$ cat config.mk
export PLATFORM = sky130hd
export DESIGN_NAME = uart_tx_arbiter
export DESIGN_NICKNAME = d
export VERILOG_FILES = /design/src/rtl/uart_tx_arbiter.sv
export SDC_FILE = /design/constraint.sdc
export NUM_CORES = 1
export LEC_CHECK = 0
export CAP_MARGIN = 20
export CELL_PAD_IN_SITES_DETAIL_PLACEMENT = 1
export CELL_PAD_IN_SITES_GLOBAL_PLACEMENT = 1
export CORE_MARGIN = 3
export CORE_UTILIZATION = 30
export DETAILED_ROUTE_END_ITERATION = 6
export MAX_ROUTING_LAYER = met4
export PLACE_DENSITY = 0.83
export SYNTH_ARGS = -nofsm -noshare
export SYNTH_HDL_FRONTEND = slang
export SYNTH_SLANG_ARGS = --single-unit
$ cat constraint.sdc
create_clock -name i_Clock -period 1.9 [get_ports i_Clock]
set_clock_uncertainty 0.05 [all_clocks]
set_input_delay 0.285 -clock i_Clock [delete_from_list [all_inputs] [get_ports i_Clock]]
set_output_delay 0.285 -clock i_Clock [all_outputs]
set_load 0.01 [all_outputs]
$ cat src/rtl/uart_tx_arbiter.sv
// Round-robin arbiter that funnels byte requests from NUM_REQ clients into one UART transmitter.
// Define UART_TX_ARB_TAG_EN to prefix each granted byte with a tag byte 0xA0 | requester index.
module uart_tx_arbiter #(
  parameter int NUM_REQ = 4
) (
  input  logic                       i_Clock,
  input  logic                       i_Rst_L,
  input  logic [NUM_REQ-1:0]         i_Req,
  input  logic [8*NUM_REQ-1:0]       i_Req_Byte,
  output logic [NUM_REQ-1:0]         o_Ack,
  output logic                       o_TX_DV,
  output logic [7:0]                 o_TX_Byte,
  input  logic                       i_TX_Active,
  input  logic                       i_TX_Done,
  output logic [$clog2(NUM_REQ)-1:0] o_Grant_Id,
  output logic                       o_Busy
);

  localparam int          IDW    = $clog2(NUM_REQ);
  localparam int unsigned NREQ_U = NUM_REQ;

  typedef enum logic [2:0] {
    IDLE      = 3'd0,
`ifdef UART_TX_ARB_TAG_EN
    SEND_TAG  = 3'd1,
    WAIT_TAG  = 3'd2,
`endif
    SEND_DATA = 3'd3,
    WAIT_DATA = 3'd4
  } state_t;

  state_t           state_q, state_d;
  logic [IDW-1:0]   prio_q, prio_d;
  logic [7:0]       byte_q, byte_d;
  logic [NUM_REQ-1:0] ack_d;
  logic             dv_d;
  logic [7:0]       txb_d;
  logic [IDW-1:0]   gid_d;
  logic             busy_d;

  logic             req_hit;
  logic [IDW-1:0]   req_idx;
  logic [IDW-1:0]   prio_next;
  logic [7:0]       req_byte;

  function automatic logic [IDW-1:0] rr_index(input logic [IDW-1:0] base, input int unsigned ofs);
    int unsigned sum;
    sum = 32'(base) + ofs;
    if (sum >= NREQ_U) sum = sum - NREQ_U;
    return IDW'(sum);
  endfunction

  // First requester found walking upward from prio_q, wrapping past NUM_REQ-1.
  always_comb begin
    req_hit = 1'b0;
    req_idx = '0;
    for (int unsigned i = 0; i < NREQ_U; i++) begin
      if (!req_hit && i_Req[rr_index(prio_q, i)]) begin
        req_hit = 1'b1;
        req_idx = rr_index(prio_q, i);
      end
    end
  end

  assign prio_next = (req_idx == IDW'(NUM_REQ - 1)) ? '0 : req_idx + 1'b1;
  assign req_byte  = i_Req_Byte[{req_idx, 3'b000} +: 8];

  always_ff @(posedge i_Clock or negedge i_Rst_L) begin
    if (!i_Rst_L) begin
      state_q <= IDLE;
    end else begin
      state_q <= state_d;
    end
  end

  // All outputs are registered; the combinational block computes their next values.
  always_comb begin
    state_d = state_q;
    prio_d  = prio_q;
    byte_d  = byte_q;
    ack_d   = '0;
    dv_d    = 1'b0;
    txb_d   = o_TX_Byte;
    gid_d   = o_Grant_Id;
    busy_d  = o_Busy;
    case (state_q)
      IDLE: begin
        if (req_hit && !i_TX_Active) begin
          byte_d         = req_byte;
          gid_d          = req_idx;
          busy_d         = 1'b1;
          ack_d[req_idx] = 1'b1;
          prio_d         = prio_next;
`ifdef UART_TX_ARB_TAG_EN
          state_d        = SEND_TAG;
`else
          state_d        = SEND_DATA;
`endif
        end
      end
`ifdef UART_TX_ARB_TAG_EN
      SEND_TAG: begin
        dv_d    = 1'b1;
        txb_d   = 8'hA0 | 8'(o_Grant_Id);
        state_d = WAIT_TAG;
      end
      WAIT_TAG: begin
        if (i_TX_Done) state_d = SEND_DATA;
      end
`endif
      SEND_DATA: begin
        dv_d    = 1'b1;
        txb_d   = byte_q;
        state_d = WAIT_DATA;
      end
      WAIT_DATA: begin
        if (i_TX_Done) begin
          state_d = IDLE;
          busy_d  = 1'b0;
        end
      end
      default: begin
        state_d = IDLE;
        busy_d  = 1'b0;
      end
    endcase
  end

  always_ff @(posedge i_Clock or negedge i_Rst_L) begin
    if (!i_Rst_L) begin
      prio_q     <= '0;
      byte_q     <= '0;
      o_Ack      <= '0;
      o_TX_DV    <= 1'b0;
      o_TX_Byte  <= '0;
      o_Grant_Id <= '0;
      o_Busy     <= 1'b0;
    end else begin
      prio_q     <= prio_d;
      byte_q     <= byte_d;
      o_Ack      <= ack_d;
      o_TX_DV    <= dv_d;
      o_TX_Byte  <= txb_d;
      o_Grant_Id <= gid_d;
      o_Busy     <= busy_d;
    end
  end

endmodule

==> results of run 1 <==
[cell type report]
cell class | instances | share of cell area (%)
Tap cell | 52 | 3.06
Inverter | 5 | 1.47
Multi-Input combinational cell | 73 | 28.3
Clock buffer | 3 | 1.94
Timing Repair Buffer | 66 | 30.9
Clock inverter | 1 | 1.41
Sequential cell | 28 | 32.9
[per-stage QoR]
stage                     utilization (%)  setup TNS (ns)  hold WS [ns]
after floorplan                         -               0       -0.0606
after CTS                            48.2               0         0.351
after global placement               46.6           -1.34         0.419
after detailed placement             46.6           -2.24         0.429
after global routing                 48.2               0         0.362
final                                48.2               0         0.340
[worst max-delay path, stage by stage]
cell and delay (ns):
clkdlybuf4s50_1 0.55, nor4_1 0.08, or4_1 0.54, clkinv_8 0.10
nand2b_1 0.09, buf_12 0.16, o221ai_2 0.13
[state kept, by name, indices dropped and copies added (netlist names)]
signal	count
byte_q	8
o_TX_Byte	8
o_Ack	4
o_Grant_Id	2
prio_q	2
state_q	2
o_Busy	1
o_TX_DV	1
[layer usage]
metal	vias to the layer above	track usage [%]	share of wire (%)
met5	-	-	0
li1	523	-	-
met3	4	2.97	6.3
met4	0	4.43	0.95
met1	541	16.5	39
met2	29	26.3	53
[logic make-up (layout without fill, tap and decap cells)]
group,Yosys count,after routing,share of synthesized area (%)
DFF,28,28,50.5
and+or+nand+nor,29,29,9.73
muxes,24,24,18.0
AOI/OAI and AO/OA,19,19,14.5
buffers and inverters,12,75,6.40
adders and majority gates,1,1,0.901
[power groups by stage]
| stage | clock network [W] | registers [W] | logic, W |
|---|---|---|---|
| after floorplan | 0 | 0.00104 | 0.000710 |
| after global placement | 0 | 0.000999 | 0.00128 |
| after detailed placement | 0 | 0.00102 | 0.00134 |
| after CTS | 0.000475 | 0.00101 | 0.00135 |
| after global routing | 0.000498 | 0.00104 | 0.00144 |
| final | 0.000470 | 0.00100 | 0.00132 |
[worst max path at each step]
| stage | start | endpoint | slack [ns] | cells after the start |
|---|---|---|---|---|
| floorplan | prio_q[0] | prio_q[1] | 0.20 | 9 |
| global placement | i_Req[0] | byte_q[3] | -0.13 | 7 |
| detailed placement | i_Req[1] | byte_q[4] | -0.20 | 7 |
| CTS | i_Req[1] | byte_q[4] | 0.08 | 7 |
| global route | i_Req[0] | byte_q[5] | 0.001 | 7 |
| finish | i_Req[1] | byte_q[4] | 0.09 | 7 |
[placed cells by master, fill, tap and decap left out]
cell	n
nand2_4	1
o21bai_2	1
nor2_1	5
clkbuf_8	3
buf_12	2
dfrtp_1	28
o22ai_1	1
a21oi_1	3
clkdlybuf4s50_1	55
ha_1	1
clkinv_8	1
a21o_1	2
nand2_1	16
o221ai_2	8
nor2b_1	1
a211oi_4	1
bufinv_16	1
nand2b_1	3
inv_1	4
o21a_1	1
o21ai_0	2
mux2_2	8
nor4_1	1
mux2i_1	16
and2_1	1
or4_1	1
buf_4	9
==> results.txt, run 1 <==
Static leakage - 0.976 nW
Ys Warns - 0
Pwr Total - 0.00279 W
Hpwl dp - 2960 um
Placed Cells - 224
CP Launch Type - input pin
Placed cell area - 2060 sq um
Area grow syn2layout - 53.3%
Post-synthesis cell type count - 26
Worst Setup Path Type - input pin to register
Clock Path Buffers - 2
Iteration-0 DRC Markers - 26
Vias per inst - 4.81
Fin nets - 218
Netlist area before placement - 1390 sq um
MaxCap Viol Count - 0
Clock power frac - 16.9%
Post-Synthesis Cells - 113
Number of global-route vias before repair - 1226
CP Data Required Time - 2.05 ns
Pwr Density - 1310 nW/um^2
Final worst setup slack - 0.0915 ns
Synth top area cells - dfrtp_1 (50%), mux2i_1 (12%), o221ai_2 (8.6%)
Main synth FF type - dfrtp_1
Drt first pass iters - 4
Tmin final - 1.81 ns
VDD IR-drop max - 410 uV
Yosys top cell area share - 50.5%
Root Buffer Master - clkbuf_8
RSZ-0062 raised after global routing - false
Flop pwr share - 35.8%
Fmax - 553 MHz
EDFF count, synth - 0
Setup-failing EPs final - 0
Skew-Pair Late Insertion Delay - 0.28 ns
Register area - 701 sq um
Final Hold Viols - 0
CTS Hold Bufs - 0
Post-Place Setup Slack - -0.203 ns
Core area - 4410 sq um
DIE AREA - 5480 sq um
ANT cells - 0
Grt total ovfl - 0
CTS H-tree depth - 1
Post-route ant nets - 0
TritonCTS clock tree - yes
CTS sink cnt - 28
Final Max Tran Viols - 0
Final period util - 95.2%
Final cell count without fillers - 228
Switch Pwr - 0.000918 W
Post-CTS Setup Bufs - 0
CP Max Fanout - 10
Comb power frac - 47.3%
Worst-path clk slew - 0.10 ns
Synth Register Bits - 28
I/O pin count - 56
Global-route wire length before repair - 5940 um
Hold crit path type - input pin to async pin
Antenna violations before repair - 0
FF-to-FF setup slack - 0.21 ns
FP Rows - 24
Pin count of the biggest net entering global routing - 29
Top-count cell post-synth - dfrtp_1
Routed wire length - 3700 um
Worst rel slew slack - 76.0%
Synth area leader - dfrtp_1
Share of layout cells above drive strength 1 - 19.9%
Initial Util - 31.5%
Seq/Total Area, Yosys - 50.5%
Total CTS buffers - 3
Cell depth of the worst flop-to-flop path - 6
I/O Buffers - 55
Fin area - 2130 sq um
RR Endpoint - byte_q[5]
Internal Power - 0.00187 W
Synthesized Nets - 154
Sw frac - 32.9%
Syn Area/Cell - 12.3 sq um
Crit path DAT - 1.96 ns
Via count - 1097
Cts repair resizes - 0
Synth cell count leaders - dfrtp_1 (28), mux2i_1 (16), nand2_1 (16)
Worst R2R Start - prio_q[1]
Chip Height - 74.0 um
Avg WL per Cell - 16.2 um
# DRC - 0
Critical Path Sink Type - register
Worst-Margin Slew - 0.360 ns
Async SR Flop Fraction - 100%
Status - complete, no violations
# fillers - 462
Routability cong. - 0.761
Area occupied by multi-input gates - 603 sq um
Chip Width - 74.0 um
Total track usage - 14.7%
Note: power is estimated with default switching activity, not from simulation.
==> inputs of run 2 (changes only) <==
SLEW_MARGIN = 0   (was not set)
==> results of run 2 <==
No change in the layout: final DEF, timing and power equal those of run 1.
==> inputs of run 3 (changes only) <==
ABC_AREA = 1   (was not set)
CORE_MARGIN = 1.5   (was 3)
PLACE_DENSITY = 0.85   (was 0.83)
==> run 3 against run 2 <==
The run now ends with negative setup slack left. Sequential cell count stayed put. First-iteration DRC count grew to 3.1 times the previous value. Utilization is 2.6 points higher. Count of clock-buffer cells in the layout stayed put. Worst setup slack worse by 0.34 ns. Sequential share of layout area is 7.6 points lower. Sequential power is 7% higher. Non-clock buffer count is 19 higher. Critical endpoint is now byte_q[3]. Largest cell class is now multi-input combinational cells.
==> results.txt, run 3 <==
Status - finished with violations
Failing checks - negative setup slack
Register area - 703 sq um (+0.36%)
DIE AREA - 6120 sq um (+12%)
Tmin final - 2.15 ns (+0.339 ns)
FP Rows - 27 (+13%)
Critical Path Sink Type - register
Ys Warns - 0 (unchanged)
Most frequent cells in the layout - nand2_1 (88), clkdlybuf4s50_1 (55), inv_1 (40)
Grt total ovfl - 0 (unchanged)
Worst path top cell family by delay - simple AND/OR/NAND/NOR gates
CTS H-tree depth - 1 (unchanged)
Chip Width - 78.2 um (+5.6%)
Worst rel slew slack - 74.8% (-1.2 points)
Worst Path Buf+Inv - 3 (unchanged)
RSZ-0062 raised after global routing - true
Via count - 1865 (+70%)
# fillers - 702 (+52%)
Async SR Flop Fraction - 100% (unchanged)
Worst Setup Path Type - register to register
Total track usage - 17.6% (+2.9 points)
Syn Area/Cell - 6.87 sq um (-44%)
Most common cell after layout, fill and taps aside - nand2_1
Synth cell count leaders - nand2_1 (99), inv_1 (42), nand3_1 (31)
Drt first pass iters - 5 (+1)
TritonCTS clock tree - yes
Area occupied by multi-input gates - 912 sq um (+51%)
EDFF count, synth - 0 (unchanged)
Setup TNS - -2.49 ns (-2.49 ns)
FF-to-FF setup slack - -0.25 ns (-0.46 ns)
Cell depth of the worst flop-to-flop path - 15 (+9)
Regs by FF count - byte_q x8, o_TX_Byte x8, o_Ack x4
Critical Path Most Common Cell - nand2_2
MaxCap Viol Count - 0 (unchanged)
I/O Buffers - 55 (unchanged)
Iteration-0 DRC Markers - 81 (+210%)
Vias per inst - 4.62 (-4.1%)
Fin nets - 375 (+72%)
Synth Register Bits - 28 (unchanged)
CP Data Required Time - 2.06 ns (about the same)
Clock Path Buffers - 2 (unchanged)
Fin util - 50.8% (+2.6 points)
Clock power frac - 6.1% (-11 points)
Top-count cell post-synth - nand2_1
Global-route wire length before repair - 8510 um (+43%)
Final worst setup slack - -0.248 ns (-0.339 ns)
Worst path cell trace - clkinvlp_4 > nand2_2 > nand2_2 > nand2_2 > nand2_2 > nor2_4 > nand2_1 > nand2_2 > inv_1 > o21ai_4 > buf_6 > nand3_1 > nand2_1 > nand2_1 > nand2_1
Slowest cell on the critical path - dfrtp_2
Skew-Pair Late Insertion Delay - 0.28 ns (about the same)
Comb power frac - 73.8% (+27 points)
Hpwl dp - 3790 um (+28%)
Synthesized Nets - 288 (+87%)
Post-route ant nets - 0 (unchanged)
Final period util - 113% (+18 points)
Antenna violations before repair - 0 (unchanged)
RR Endpoint - byte_q[3]
Yosys top cell area share - 41.3% (-9.2 points)
Sw frac - 47.0% (+14 points)
Flop pwr share - 20.1% (-16 points)
Chip Height - 78.2 um (+5.6%)
Share of layout cells above drive strength 1 - 23.8% (+3.9 points)
Core area - 5470 sq um (+24%)
CTS sink cnt - 28 (unchanged)
# DRC - 0 (unchanged)
Final Max Tran Viols - 0 (unchanged)
Synth area leader - dfrtp_1
ANT cells - 0 (unchanged)
Total CTS buffers - 3 (unchanged)
CP Launch Type - register
Seq/Total Area, Yosys - 41.3% (-9.2 points)
Avg WL per Cell - 14.8 um (-8.5%)
Routed wire length - 5990 um (+62%)
Worst-Margin Slew - 0.374 ns (+0.0145 ns)
I/O pin count - 56 (unchanged)
Synth top area cells - dfrtp_1 (41%), nand2_1 (22%), inv_1 (9.3%)
Netlist area before placement - 1700 sq um (+22%)
Post-Synthesis Cells - 247 (+120%)
Worst-path clk slew - 0.10 ns (about the same)
Switch Pwr - 0.00250 W (+170%)
VDD IR-drop max - 716 uV (+75%)
Hold crit path type - input pin to async pin
Crit path DAT - 2.31 ns (+0.35 ns)
Static leakage - 1.44 nW (+47%)
Internal Power - 0.00281 W (+50%)
Root Buffer Master - clkbuf_8
Post-synthesis cell type count - 23 (-12%)
Number of global-route vias before repair - 1956 (+60%)
Main synth FF type - dfrtp_1
Setup-failing EPs final - 18 (+18)
Final Hold Viols - 0 (unchanged)
Area grow syn2layout - 63.9%
Initial Util - 31.0% (-0.46 points)
Pwr Density - 1910 nW/um^2 (+46%)
Pin count of the biggest net entering global routing - 29 (unchanged)
Worst R2R Start - prio_q[0]
Routability cong. - 0.879 (+15%)
Fmax - 466 MHz (-16%)
Largest stage delay, worst path - 0.49 ns (-0.06 ns)
CP Max Fanout - 5 (-5)
run 3: cell count changes in the layout (fill, tap and decap cells not counted), sizes merged, moves of 9 or more:
cell / delta
buf: +18
nor2: +9
inv: +41
nand3: +33
mux2i: -16
nand2: +91
run 3: what timing repair did:
item | 4_1_cts | 5_1_grt
endpoints found under the setup margin | 9 | 17
gates cloned | 1 | 1
hold buffers | 0 | 0
hold endpoints to repair | 0 | 0
setup buffers | 6 | 5
gates resized for setup | 17 | 36
pin swaps | 6 | 8
run 3: logic make-up (layout without fill, tap and decap cells):
family / count (synthesis) / after routing / synth area share, %
and+or+nand+nor: 161 / 161 / 42.6
adders and majority gates: 1 / 1 / 0.737
AOI/OAI and AO/OA: 8 / 8 / 3.10
buffers and inverters: 49 / 134 / 12.2
DFF: 28 / 28 / 41.3
run 3: worst max path at each step:
| stage | cells after the start | slack [ns] | from | end |
|---|---|---|---|---|
| finish | 15 | -0.25 | prio_q[0] | byte_q[3] |
| CTS | 13 | -0.06 | prio_q[0] | byte_q[4] |
| floorplan | 12 | 0.05 | prio_q[0] | prio_q[1] |
| global route | 15 | -0.33 | prio_q[0] | byte_q[3] |
| global placement | 13 | -0.21 | i_Req[3] | prio_q[1] |
| detailed placement | 13 | -0.31 | i_Req[2] | prio_q[1] |
run 3: final cells by class:
type | instances | share of cell area [%]
multi-input cells | 170 | 32.8
repair buffers | 85 | 30.4
flip-flops and latches | 28 | 25.3
inverters | 45 | 6.53
well taps | 72 | 3.24
clock buffers | 3 | 1.49
repair inverters | 1 | 0.270
run 3: per-stage QoR:
stage               instances  setup slack (ns)  hold slack (ns)  power [W]  instance area [sq um]
floorplan                 247            0.0495          -0.0606    0.00279                   1700
global placement          388            -0.206            0.406    0.00382                   2450
detailed placement        388            -0.311            0.410    0.00394                   2450
CTS                       398           -0.0581            0.354    0.00458                   2590
global route              404            -0.328            0.362    0.00567                   2780
finish                    404            -0.248            0.330    0.00531                   2780
run 3: metal layers:
| layer | track usage [%] | wire (um) | up-vias |
|---|---|---|---|
| li1 | - | - | 911 |
| met1 | 20.8 | 2470 | 889 |
| met2 | 32.1 | 3190 | 53 |
| met3 | 1.05 | 160 | 12 |
| met4 | 5.71 | 172 | 0 |
| met5 | - | 0 | - |
run 3: power by group through the flow:
stage / Clock, W / Sequential (W) / Combinational (W)
2_1_floorplan: 0 / 0.00107 / 0.00172
3_3_place_gp: 0 / 0.00103 / 0.00279
3_5_place_dp: 0 / 0.00104 / 0.00290
4_1_cts: 0.000311 / 0.00105 / 0.00322
5_1_grt: 0.000349 / 0.00110 / 0.00422
6_report: 0.000322 / 0.00107 / 0.00392
